### src/rtl/mem_bus_pkg.sv
// mem_bus_pkg: shared definitions for the memory-mapped I/O bus.
//   mem_cmd_t / MREAD / MWRITE / MNONE : bus command encodings
//   SW_ADDR_DEF / LED_ADDR_DEF         : default switch and LED addresses
//   poll_state_t                       : io_poll_master FSM states
//   poll_src_t                         : originator of the in-flight transaction
package mem_bus_pkg;

  typedef logic [1:0] mem_cmd_t;

  localparam mem_cmd_t MREAD  = 2'b01;
  localparam mem_cmd_t MWRITE = 2'b10;
  localparam mem_cmd_t MNONE  = 2'b11;

  localparam logic [8:0] SW_ADDR_DEF  = 9'h140;
  localparam logic [8:0] LED_ADDR_DEF = 9'h100;

  typedef enum logic [1:0] {
    ST_IDLE,
    ST_RD_ADDR,
    ST_RD_CAP,
    ST_WR
  } poll_state_t;

  typedef enum logic {
    SRC_EXT,
    SRC_POLL
  } poll_src_t;

endpackage

### src/rtl/poll_timer.sv
// poll_timer: periodic poll request generator.
//   clk, reset    : clock, synchronous active-high reset
//   enable        : 0 holds the counter at period and drops any pending poll
//   period        : interval in cycles (0 behaves as 1)
//   clear_pending : a poll transaction is starting this cycle
//   poll_pending  : a poll is owed
module poll_timer #(
  parameter int unsigned PERIOD_W = 16
) (
  input  logic                clk,
  input  logic                reset,
  input  logic                enable,
  input  logic [PERIOD_W-1:0] period,
  input  logic                clear_pending,
  output logic                poll_pending
);

  logic [PERIOD_W-1:0] cnt_q, cnt_d;
  logic                pend_q, pend_d;
  logic [PERIOD_W-1:0] period_eff;

  assign period_eff = (period == '0) ? PERIOD_W'(1) : period;

  // Expiry fires when the count would reach zero; a count of zero (fresh
  // from reset) expires immediately. A new expiry in the same cycle as the
  // poll start re-arms the pending flag rather than being lost.
  always_comb begin
    cnt_d  = cnt_q;
    pend_d = pend_q;
    if (!enable) begin
      cnt_d  = period;
      pend_d = 1'b0;
    end else if (cnt_q <= PERIOD_W'(1)) begin
      cnt_d  = period_eff;
      pend_d = 1'b1;
    end else begin
      cnt_d  = cnt_q - PERIOD_W'(1);
      pend_d = pend_q & ~clear_pending;
    end
  end

  always_ff @(posedge clk) begin
    if (reset) begin
      cnt_q  <= '0;
      pend_q <= 1'b0;
    end else begin
      cnt_q  <= cnt_d;
      pend_q <= pend_d;
    end
  end

  assign poll_pending = pend_q;

endmodule

### src/rtl/vDFFE.sv
// vDFFE: n-bit D flip-flop with load enable.
//   clk : clock
//   en  : load enable
//   in  : data in
//   out : registered data
module vDFFE #(
  parameter int unsigned n = 1
) (
  input  logic         clk,
  input  logic         en,
  input  logic [n-1:0] in,
  output logic [n-1:0] out
);

  logic [n-1:0] out_q;

  always_ff @(posedge clk) begin
    if (en) out_q <= in;
  end

  assign out = out_q;

endmodule

### src/rtl/io_poll_master.sv
// io_poll_master: bus initiator serving a single-request port and a
// periodic switch-to-LED mirror.
//   clk, reset            : clock, synchronous active-high reset
//   enable, period        : poll mode enable and interval
//   req_valid/req_ready   : external request handshake
//   req_write/addr/wdata  : external request contents
//   rsp_valid/rsp_rdata   : one-cycle completion pulse and read result
//   mem_cmd/addr/wdata    : registered bus drive
//   read_data             : shared bus read data
//   last_sw               : last polled switch byte
//   busy                  : FSM not idle
module io_poll_master
  import mem_bus_pkg::*;
#(
  parameter int unsigned PERIOD_W = 16,
  parameter logic [8:0]  SW_ADDR  = SW_ADDR_DEF,
  parameter logic [8:0]  LED_ADDR = LED_ADDR_DEF
) (
  input  logic                clk,
  input  logic                reset,
  input  logic                enable,
  input  logic [PERIOD_W-1:0] period,
  input  logic                req_valid,
  output logic                req_ready,
  input  logic                req_write,
  input  logic [8:0]          req_addr,
  input  logic [15:0]         req_wdata,
  output logic                rsp_valid,
  output logic [15:0]         rsp_rdata,
  output mem_cmd_t            mem_cmd,
  output logic [8:0]          mem_addr,
  output logic [15:0]         write_data,
  input  logic [15:0]         read_data,
  output logic [7:0]          last_sw,
  output logic                busy
);

  poll_state_t state_q, state_d;
  poll_src_t   src_q, src_d;
  mem_cmd_t    cmd_q, cmd_d;
  logic [8:0]  addr_q, addr_d;
  logic [15:0] wdata_q, wdata_d;
  logic        rsp_valid_q, rsp_valid_d;
  logic [15:0] rsp_rdata_q, rsp_rdata_d;
  logic        first_q, first_d;

  logic        poll_pending;
  logic        poll_start;
  logic        poll_led_wr;
  logic        sw_capture;
  logic        sw_changed;
  logic [7:0]  sw_d;

  poll_timer #(
    .PERIOD_W(PERIOD_W)
  ) u_timer (
    .clk          (clk),
    .reset        (reset),
    .enable       (enable),
    .period       (period),
    .clear_pending(poll_start),
    .poll_pending (poll_pending)
  );

  // The flop cell has no reset pin, so reset is folded into its load path.
  assign sw_capture = (state_q == ST_RD_CAP) && (src_q == SRC_POLL);
  assign sw_d       = reset ? 8'h00 : read_data[7:0];

  vDFFE #(
    .n(8)
  ) u_last_sw (
    .clk(clk),
    .en (reset | sw_capture),
    .in (sw_d),
    .out(last_sw)
  );

  assign sw_changed = (read_data[7:0] != last_sw) || first_q;

  // State register, including the registered bus and response outputs.
  always_ff @(posedge clk) begin
    if (reset) begin
      state_q     <= ST_IDLE;
      src_q       <= SRC_EXT;
      cmd_q       <= MNONE;
      addr_q      <= '0;
      wdata_q     <= '0;
      rsp_valid_q <= 1'b0;
      rsp_rdata_q <= '0;
      first_q     <= 1'b1;
    end else begin
      state_q     <= state_d;
      src_q       <= src_d;
      cmd_q       <= cmd_d;
      addr_q      <= addr_d;
      wdata_q     <= wdata_d;
      rsp_valid_q <= rsp_valid_d;
      rsp_rdata_q <= rsp_rdata_d;
      first_q     <= first_d;
    end
  end

  // Next-state logic; bus values for the next state are computed here so
  // they leave the chip straight from flops.
  always_comb begin
    state_d     = state_q;
    src_d       = src_q;
    cmd_d       = cmd_q;
    addr_d      = addr_q;
    wdata_d     = wdata_q;
    rsp_valid_d = 1'b0;
    rsp_rdata_d = rsp_rdata_q;
    poll_start  = 1'b0;
    poll_led_wr = 1'b0;

    unique case (state_q)
      ST_IDLE: begin
        if (req_valid) begin
          src_d  = SRC_EXT;
          addr_d = req_addr;
          if (req_write) begin
            state_d = ST_WR;
            cmd_d   = MWRITE;
            wdata_d = req_wdata;
          end else begin
            state_d = ST_RD_ADDR;
            cmd_d   = MREAD;
            wdata_d = '0;
          end
        end else if (poll_pending) begin
          src_d      = SRC_POLL;
          state_d    = ST_RD_ADDR;
          cmd_d      = MREAD;
          addr_d     = SW_ADDR;
          wdata_d    = '0;
          poll_start = 1'b1;
        end
      end
      ST_RD_ADDR: state_d = ST_RD_CAP;
      ST_RD_CAP: begin
        if (src_q == SRC_POLL && sw_changed) begin
          state_d     = ST_WR;
          cmd_d       = MWRITE;
          addr_d      = LED_ADDR;
          wdata_d     = {8'h00, read_data[7:0]};
          poll_led_wr = 1'b1;
        end else begin
          state_d = ST_IDLE;
          cmd_d   = MNONE;
          addr_d  = '0;
          wdata_d = '0;
          if (src_q == SRC_EXT) begin
            rsp_valid_d = 1'b1;
            rsp_rdata_d = read_data;
          end
        end
      end
      ST_WR: begin
        state_d = ST_IDLE;
        cmd_d   = MNONE;
        addr_d  = '0;
        wdata_d = '0;
        if (src_q == SRC_EXT) begin
          rsp_valid_d = 1'b1;
          rsp_rdata_d = '0;
        end
      end
      default: begin
        state_d = ST_IDLE;
        cmd_d   = MNONE;
        addr_d  = '0;
        wdata_d = '0;
      end
    endcase

    first_d = first_q;
    if (!enable)          first_d = 1'b1;
    else if (poll_led_wr) first_d = 1'b0;
  end

  // Output logic.
  always_comb begin
    req_ready  = (state_q == ST_IDLE);
    busy       = (state_q != ST_IDLE);
    mem_cmd    = cmd_q;
    mem_addr   = addr_q;
    write_data = wdata_q;
    rsp_valid  = rsp_valid_q;
    rsp_rdata  = rsp_rdata_q;
  end

endmodule

### config.mk
export PLATFORM = sky130hd
export DESIGN_NAME = io_poll_master
export DESIGN_NICKNAME = d
export VERILOG_FILES = /design/src/rtl/mem_bus_pkg.sv /design/src/rtl/poll_timer.sv /design/src/rtl/vDFFE.sv /design/src/rtl/io_poll_master.sv
export SDC_FILE = /design/constraint.sdc
export NUM_CORES = 1
export LEC_CHECK = 0
export CORE_MARGIN = 4
export CORE_UTILIZATION = 44
export CTS_BUF_LIST = sky130_fd_sc_hd__clkbuf_16
export CTS_CLUSTER_DIAMETER = 120
export CTS_CLUSTER_SIZE = 16
export DETAILED_ROUTE_END_ITERATION = 10
export DONT_BUFFER_PORTS = 1
export GPL_TIMING_DRIVEN = 0
export PLACE_DENSITY = 0.61
export SYNTH_ARGS = -nofsm -noshare
export SYNTH_HDL_FRONTEND = slang
export SYNTH_SLANG_ARGS = --single-unit
### constraint.sdc
create_clock -name clk -period 2.3 [get_ports clk]
set_input_delay 0.23 -clock clk [delete_from_list [all_inputs] [get_ports clk]]
set_output_delay 0.23 -clock clk [all_outputs]
set_load 0.02 [all_outputs]
# Word level (Yosys, flattened, before mapping)
# Cells that the tools add are included.
# Widths: inputs -> output; s select.
[word_totals]
input_bits = 62
register_bits = 73
[classes]
n_reduce_logical = 13
mux = 36
n_lt_le_gt_ge = 1
eq_ne = 8
n_bitwise = 4
add_sub_neg = 1
[op_table]
columns = ["op", "n"]
rows = [
  ["$mux 16", 9],
  ["$pmux 16 s3", 1],
  ["$pmux 16 s2", 1],
  ["$mux 9", 3],
  ["$pmux 9 s3", 1],
  ["$le 16x1->1 const B", 1],
  ["$logic_not 16->1", 1],
  ["$sub 16x1->16 const B", 1],
  ["$mux 2", 6],
  ["$mux 1", 11],
  ["$mux 8", 1],
  ["$ne 8x8->1", 1],
  ["$pmux 2 s4", 1],
  ["$ne 2x2->1 const B", 3],
  ["$pmux 2 s3", 1],
  ["$reduce_bool 2->1", 3],
  ["$eq 2x2->1 const B", 2],
  ["$reduce_and 2->1", 2],
  ["$reduce_and 4->1", 1],
  ["$ne 3x2->1 const B", 1],
  ["$reduce_bool 3->1", 1],
  ["$eq 2x1->1 const B", 1],
  ["$logic_and 1x1->1", 2],
  ["$logic_not 2->1", 1],
  ["6 further kinds", 7],
]

# Logic depth before layout (Yosys ltp)
# Gate-level depths: netlist of run 1.
[depth]
word_depth = 6
ltp_mapped = 7
ltp_nobuf = 6

# Hierarchy
# Synthesis of run 1 repeated with hierarchy kept, for this count alone.
[unflattened]
hier_cells = 367
area_unflattened_um2 = 3321.9
[modules_own_cells]
columns = ["module", "cells_each", "seq_area_each_um2", "instances", "area_per_inst_um2"]
rows = [
  ["io_poll_master", 259, 960.9, 1, 2153.3],
  ["poll_timer", 100, 340.3, 1, 928.4],
  ["vDFFE", 8, 240.2, 1, 240.2],
]

# Least setup slack after synthesis of run 1
# OpenSTA, ideal clock, no wires.
[synth_path]
kind = "register to register"
startpoint = "register u_timer.cnt_q[11]"
endpoint = "register u_timer.cnt_q[11]"
period_less_slack_ns = 2.101
setup_slack_ns = 0.199
path_stages_with_launch = 7
t_arrival_ns = 1.954
cell_sequence = "dfxtp_1 > or4_4 > or4_4 > o41a_4 > buf_6 > nor2_1 > a211oi_2"
[synth_via]
elab_chain_cells = 3
[synth_rtl]
columns = ["item", "line_no", "text"]
rows = [
  ["start, declared", "poll_timer.sv:18", "logic [PERIOD_W-1:0] cnt_q, cnt_d;"],
  ["start signal, assigned", "poll_timer.sv:47", "cnt_q <= cnt_d;"],
  ["$sub 16x1->16 or $le 16x1->1 (tied branches)", "poll_timer.sv:37, poll_timer.sv:33", ""],
  ["$mux 16 *", "poll_timer.sv:33", "end else if (cnt_q <= PERIOD_W'(1)) begin"],
  ["$mux 16 *", "poll_timer.sv:30", "if (!enable) begin"],
]
# Mark *: on every way between the ends. The rest lies on a longest branch, timed or not.
# A chain may end at the register's enable or synchronous reset.

# Worst setup path after layout of run 1
[layout_path]
startpoint = "register u_timer.cnt_q[11]"
endpoint = "register u_timer.cnt_q[3]"
[layout_via]
elab_chain_cells = 3
[layout_rtl]
columns = ["item", "line_no"]
rows = [
  ["$le 16x1->1", "poll_timer.sv:33"],
  ["$mux 16", "poll_timer.sv:33"],
  ["$mux 16", "poll_timer.sv:30"],
]
# No other way between the ends.

==> results.py, run 1 <==
metrics = {
    "floorplanning": {
        "initial_utilization_pct": 46.1,
        "die_area_mm2": 0.00867,
        "die_h_um": 93.1,
        "coreArea_mm2": 0.00691,
        "die_x_um": 93.1,
        "io_pins": 116,
        "std_cell_rows": 30,
    },
    "pwr": {
        "peakVddDrop_mv": 0.414,
        "power_leakage_uw": 0.00131,
        "switching_power_uw": 871,
        "swShare_pct": 25.2,
        "pwr-share-comb_pct": 11.1,
        "internal-power_uw": 2580,
        "power.density_mw_per_mm2": 945,
        "p_clk_share_pct": 45.2,
        "power_frac_seq_pct": 43.7,
    },
    "global_routing": {
        "track_usage_pct": 19.1,
        "antenna_found_initial": 0,
        "met1_usage_pct": 25.3,
        "grt_pass1_wl_um": 12900,
        "grt_overflow_total": 0,
        "grt.busiest_layer": "met2",
        "use_met2_pct": 27.4,
        "grt_use_met3_pct": 7.08,
        "grt_max_degree": 14,
        "grt_pass1_vias": 2534,
    },
    "yosys": {
        "netlist_top_cells_area": "dfxtp_1 (41%), nor2_1 (8.0%), edfxtp_1 (7.5%)",
        "ys_types": 36,
        "yosysWarnings": 0,
        "synthFlopType": "dfxtp_1",
        "ys_ff_latch": 73,
        "syn_area_mm2": 0.00319,
        "synth_top_family_by_area": "simple AND/OR/NAND/NOR gates",
        "synth_mux_area_share_pct": 0.314,
        "synthSimpleGateAreaFrac_pct": 22.2,
        "synth_top_cell_area_share_pct": 40.8,
        "synth_fa_ha_area_share_pct": 0.785,
        "async_flop_share_pct": 0,
        "yosys.area.top_type": "dfxtp_1",
        "synth_xor_area_share_pct": 6.05,
        "syn_nets": 407,
        "netlist_instances": 343,
        "yosysMostFrequentCell": "nor2_1",
        "synth_edf_count": 8,
        "syn_area_per_cell_um2": 9.29,
        "synth_seq_area_share_pct": 48.4,
        "synth_compound_area_share_pct": 17.9,
        "yosys-top-cells-count": "nor2_1 (68), dfxtp_1 (65), a21oi_1 (24), clkbuf_1 (21), nor3_1 (17)",
    },
    "placement": {
        "port_buffers": 0,
        "dp_hpwl_um": 6040,
        "gp_congestion": 0.804,
    },
    "clocking": {
        "cts_setup_buffers": 0,
        "cts.sinks": 73,
        "cts_tree": "done",
        "clk_latency_ns": 0.33,
        "cts_root_buf": "clkbuf_16",
        "clk_pin_slew_ns": 0.06,
        "htreeDepth": 3,
        "cts_buffers": 9,
        "holdBufCountCts": 0,
        "clk_path_buf_depth": 2,
        "cts_resized": 0,
    },
    "critical_path": {
        "end_kind": "register",
        "worstReg2RegStart": "u_timer.cnt_q[11]",
        "crit_required_ns": 2.48,
        "crit_path_top_delay_cell": "or4_4",
        "r2r_end": "u_timer.cnt_q[3]",
        "rr_worst_depth": 6,
        "critical-path-max-stage-delay_ns": 0.56,
        "r2r_setup_slack_ns": 0.08,
        "worstPathCellList": "or4_4 > or4_4 > o41a_4 > buf_6 > nor2_1 > a211oi_2",
        "worst-endpoint-arrival_ns": 2.40,
        "cp-start-kind": "register",
        "crit_fanout": 10,
        "crit_type": "register to register",
        "path_common_cell": "or4_4",
    },
    "sta": {
        "fmax_mhz": 451,
        "slew_headroom_pct": 54.6,
        "hold_viol": 0,
        "fin_setup_tns_ns": 0,
        "period_minus_slack_ns": 2.22,
        "tightest_slew_ns": 0.681,
        "final_max_slew_viol_count": 0,
        "skew_ns": 0.00837,
        "setup_viol": 0,
        "rsz0062_at_grt": "yes",
        "finalCritPeriodShare_pct": 96.5,
    },
    "finish": {
        "area_growth_pct": 14.6,
        "fin_util_pct": 52.9,
        "drive_gt1_share_pct": 11.4,
        "num_antenna_cells": 0,
        "final_nets": 418,
        "fill_cells": 691,
    },
    "detailed_routing": {
        "vias_per_cell": 5.49,
        "wl_per_cell_um": 17.6,
        "route.detailed.drc": 0,
        "drtPass1Iterations": 6,
        "postRouteWirelength_um": 8000,
        "antenna_left": 0,
        "drtIter0Drc": 122,
        "vias": 2498,
    },
    "min_path": {
        "holdPathStages": 2,
        "min_path_type": "input pin to register",
        "min-delay-start": "period[1]",
        "worstHoldEndpoint": "u_timer.cnt_q[1]",
    },
    "run": {
        "maxCapViolCount": 0,
    },
    "status": {
        "status": "completed",
    },
}
cells by family (layout without fill, tap and decap cells):
group                    count (synthesis)  after routing
AND/OR/NAND/NOR                        143            143
flip-flops                              73             73
AO/OA/AOI/OAI                           71             71
buffers and inverters                   31             47
XOR/XNOR                                22             22
adder cells (fa/ha/maj)                  2              2
multiplexers                             1              1
layer usage:
metal / share of wire, % / vias to the layer above
met5: 0 / -
met4: 1.2 / 0
met3: 8.5 / 6
met2: 44 / 92
met1: 46 / 1153
li1: - / 1247
power by group through the flow:
stage / Clock [µW] / Sequential (µW) / Combinational, µW
2_1_floorplan: 0 / 1520 / 313
3_3_place_gp: 0 / 1540 / 376
3_5_place_dp: 0 / 1540 / 384
4_1_cts: 1590 / 1510 / 386
5_1_grt: 1650 / 1520 / 438
6_report: 1560 / 1510 / 384
worst max-delay path, delay by kind of cell (launching register included):
kind	cells	cell delay, ns
flops	1	0.32
simple gates	3	1.14
buf+inv	1	0.16
compound gates	2	0.45
worst max path at each step:
| stage | startpoint | to | slack (ns) |
|---|---|---|---|
| global route | state_q[0] | write_data[14] | -0.01 |
| floorplan | u_timer.cnt_q[11] | u_timer.cnt_q[11] | 0.20 |
| detailed placement | u_timer.cnt_q[11] | u_timer.cnt_q[3] | 0.1 |
| global placement | u_timer.cnt_q[11] | u_timer.cnt_q[5] | 0.10 |
| CTS | u_timer.cnt_q[11] | u_timer.cnt_q[3] | 0.08 |
| finish | u_timer.cnt_q[11] | u_timer.cnt_q[3] | 0.08 |
sequential cells by signal (all words and copies together) (netlist names):
signal                flops
src_q                     1
mem_addr                  9
u_timer.poll_pending      1
state_q                   2
u_timer.cnt_q            16
u_last_sw.out             8
mem_cmd                   2
write_data               16
first_q                   1
rsp_valid                 1
rsp_rdata                16
layout by cell type, fill, tap and decap left out, types with 3 or more instances in the layout:
master / n
inv_1: 8
a211oi_2: 15
nor3b_1: 16
nand3_1: 7
xor2_1: 13
nand2_1: 8
edfxtp_1: 8
clkbuf_16: 9
nor2_1: 65
a221oi_1: 8
nor3_1: 17
o21ai_0: 3
nor2_2: 3
nand2b_1: 3
a21oi_1: 24
bufinv_16: 3
a22oi_1: 7
xnor2_1: 9
clkbuf_1: 20
or3_1: 3
nor2b_1: 8
buf_6: 3
a32oi_1: 4
o21bai_1: 3
dfxtp_1: 65
nor4_1: 7
metrics by stage:
step                      std cells  area [µm²]  hold slack, ns  setup WS (ns)  power, µW
after floorplan                 343        3190           0.374          0.199       1830
after global routing            455        3650          0.0618        -0.0106       3610
final                           455        3650          0.0559         0.0808       3450
after global placement          439        3310           0.379          0.103       1910
after detailed placement        439        3310           0.387         0.0962       1920
after CTS                       455        3640          0.0463         0.0820       3490
area by class of cell:
cell class              instances  area (µm²)  share of cell area [%]
well taps                      96         120                    3.29
multi-input cells             239        1510                    41.5
clock buffers                   9         225                    6.17
clock inverters                 7         111                    3.05
inverters                       7        26.3                   0.719
plain buffers                  24         114                    3.12
flip-flops and latches         73        1540                    42.2
Power figures use the tool's default switching activity.
==> run 2: changes to the inputs <==
--- a/config.mk
+++ b/config.mk
@@ -17,3 +17,4 @@
 export SYNTH_ARGS = -nofsm -noshare
 export SYNTH_HDL_FRONTEND = slang
 export SYNTH_SLANG_ARGS = --single-unit
+export TNS_END_PERCENT = 50
==> run 2 against run 1 <==
  * Final area about the same
  * Highest routed layer unchanged
  * Non-clock buffer count is the same
  * Sequential power hardly changed
  * Combinational power barely moved
==> results.py, run 2 (synthesis results as in run 1) <==
metrics = {
    "status": {
        "status": "completed",
    },
    "critical_path": {
        "crit_required_ns": 2.48,
        "cp-start-kind": "register",
        "r2r_end": "u_timer.cnt_q[3]",
        "cp-endpoint": "u_timer.cnt_q[3]",
        "end_kind": "register",
        "critPathLaunch": "u_timer.cnt_q[11]",
        "worst-endpoint-arrival_ns": 2.40,
        "worstReg2RegStart": "u_timer.cnt_q[11]",
        "rr_worst_depth": 6,
        "r2r_setup_slack_ns": 0.08,
        "crit_fanout": 10,
        "crit_type": "register to register",
    },
    "finish": {
        "layout_common_cells": "nor2_1 (66), dfxtp_1 (65), a21oi_1 (24), clkbuf_1 (20), nor3_1 (17)",
        "area_growth_pct": 14.5,
        "final_nets": 418,
        "instances_no_fill": 455,
        "drive_gt1_share_pct": 11.1,
        "seqCellArea_mm2": 0.00154,
        "final_common_cell": "nor2_1",
        "postLayoutCellArea_mm2": 0.00365,
        "num_antenna_cells": 0,
        "fill_cells": 692,
        "multi_input_area_mm2": 0.00151,
    },
    "clocking": {
        "cts_buffers": 9,
        "cts.sinks": 73,
        "cts_tree": "done",
        "htreeDepth": 3,
        "cts_root_buf": "clkbuf_16",
        "clk_path_buf_depth": 2,
        "clk_latency_ns": 0.33,
        "clk_pin_slew_ns": 0.06,
    },
    "detailed_routing": {
        "wl_per_cell_um": 17.6,
        "drtPass1Iterations": 6,
        "vias_per_cell": 5.53,
        "postRouteWirelength_um": 8030,
        "drtIter0Drc": 126,
        "route.detailed.drc": 0,
        "vias": 2517,
        "antenna_left": 0,
    },
    "pwr": {
        "power.density_mw_per_mm2": 947,
        "peakVddDrop_mv": 0.419,
        "power_leakage_uw": 0.00131,
    },
    "floorplanning": {
        "die_x_um": 93.1,
        "initial_utilization_pct": 46.1,
        "die_h_um": 93.1,
        "std_cell_rows": 30,
        "io_pins": 116,
        "coreArea_mm2": 0.00691,
        "die_area_mm2": 0.00867,
    },
    "placement": {
        "gp_congestion": 0.804,
        "placed_cell_area_mm2": 0.00331,
        "port_buffers": 0,
        "dpl.cell_count": 439,
        "dp_hpwl_um": 6040,
    },
    "global_routing": {
        "antenna_found_initial": 0,
        "grt_pass1_wl_um": 12900,
        "grt_max_degree": 14,
        "grt_overflow_total": 0,
        "track_usage_pct": 19.1,
        "grt_pass1_vias": 2534,
    },
    "sta": {
        "hold_viol": 0,
        "period_minus_slack_ns": 2.22,
        "final_max_slew_viol_count": 0,
        "skew_ns": 0.00945,
        "finalCritPeriodShare_pct": 96.4,
        "tightest_slew_ns": 0.679,
        "fmax_mhz": 451,
        "rsz0062_at_grt": "yes",
        "slew_headroom_pct": 54.7,
        "setup_viol": 0,
    },
    "run": {
        "maxCapViolCount": 0,
    },
    "min_path": {
        "holdPathStages": 2,
        "min_path_type": "input pin to register",
    },
}
-- run 2: area by class of cell --
class | count | area share (%)
Clock inverter | 7 | 3.05
Multi-Input combinational cell | 239 | 41.4
Clock buffer | 9 | 6.17
Buffer | 24 | 3.12
Tap cell | 96 | 3.29
Sequential cell | 73 | 42.2
Inverter | 7 | 0.720
-- run 2: worst min path at each step --
stage / endpoint / startpoint
final: u_timer.cnt_q[1] / period[1]
after global routing: write_data[8] / req_wdata[8]
after CTS: write_data[8] / req_wdata[8]
after detailed placement: u_timer.cnt_q[1] / period[1]
after global placement: u_timer.cnt_q[1] / period[1]
after floorplan: u_timer.cnt_q[1] / period[1]
-- run 2: where the power goes --
part | switching (µW) | leakage, µW | internal, µW | total, µW
Combinational | 228 | 0.000531 | 156 | 385
Sequential | 133 | 0.000615 | 1370 | 1510
Clock | 513 | 0.000167 | 1050 | 1560
-- run 2: what timing repair did --
item                                   in CTS  in global routing
hold buffers                                0                  0
buffers inserted                            0                  0
setup endpoints to repair                   0                 11
resized for setup                           0                  4
endpoints found under the hold margin       0                  0
-- run 2: metrics by stage --
stage	total power (µW)	TNS, ns	utilization, %	setup WS [ns]	hold WS [ns]
2_1_floorplan	1830	0	-	0.199	0.374
3_3_place_gp	1910	0	47.9	0.103	0.379
3_5_place_dp	1920	0	47.9	0.0962	0.387
4_1_cts	3490	0	52.8	0.0820	0.0463
5_1_grt	3610	-0.0160	52.8	-0.0106	0.0618
6_report	3460	0	52.8	0.0827	0.0529
-- run 2: routing by layer --
layer	up-vias	track usage, %	part of all wire (%)	routed length (µm)
met4	0	8.67	1.6	129
met5	-	0	0	0
met3	11	7.08	8.8	706
li1	1244	-	-	-
met2	98	27.4	44	3520
met1	1164	25.3	46	3670
-- run 2: worst max-delay path: stages, from the launching register on --
cell and delay [ns]:
dfxtp_1 0.32, or4_4 0.56, or4_4 0.45, o41a_4 0.39, buf_6 0.16, nor2_1 0.13, a211oi_2 0.06
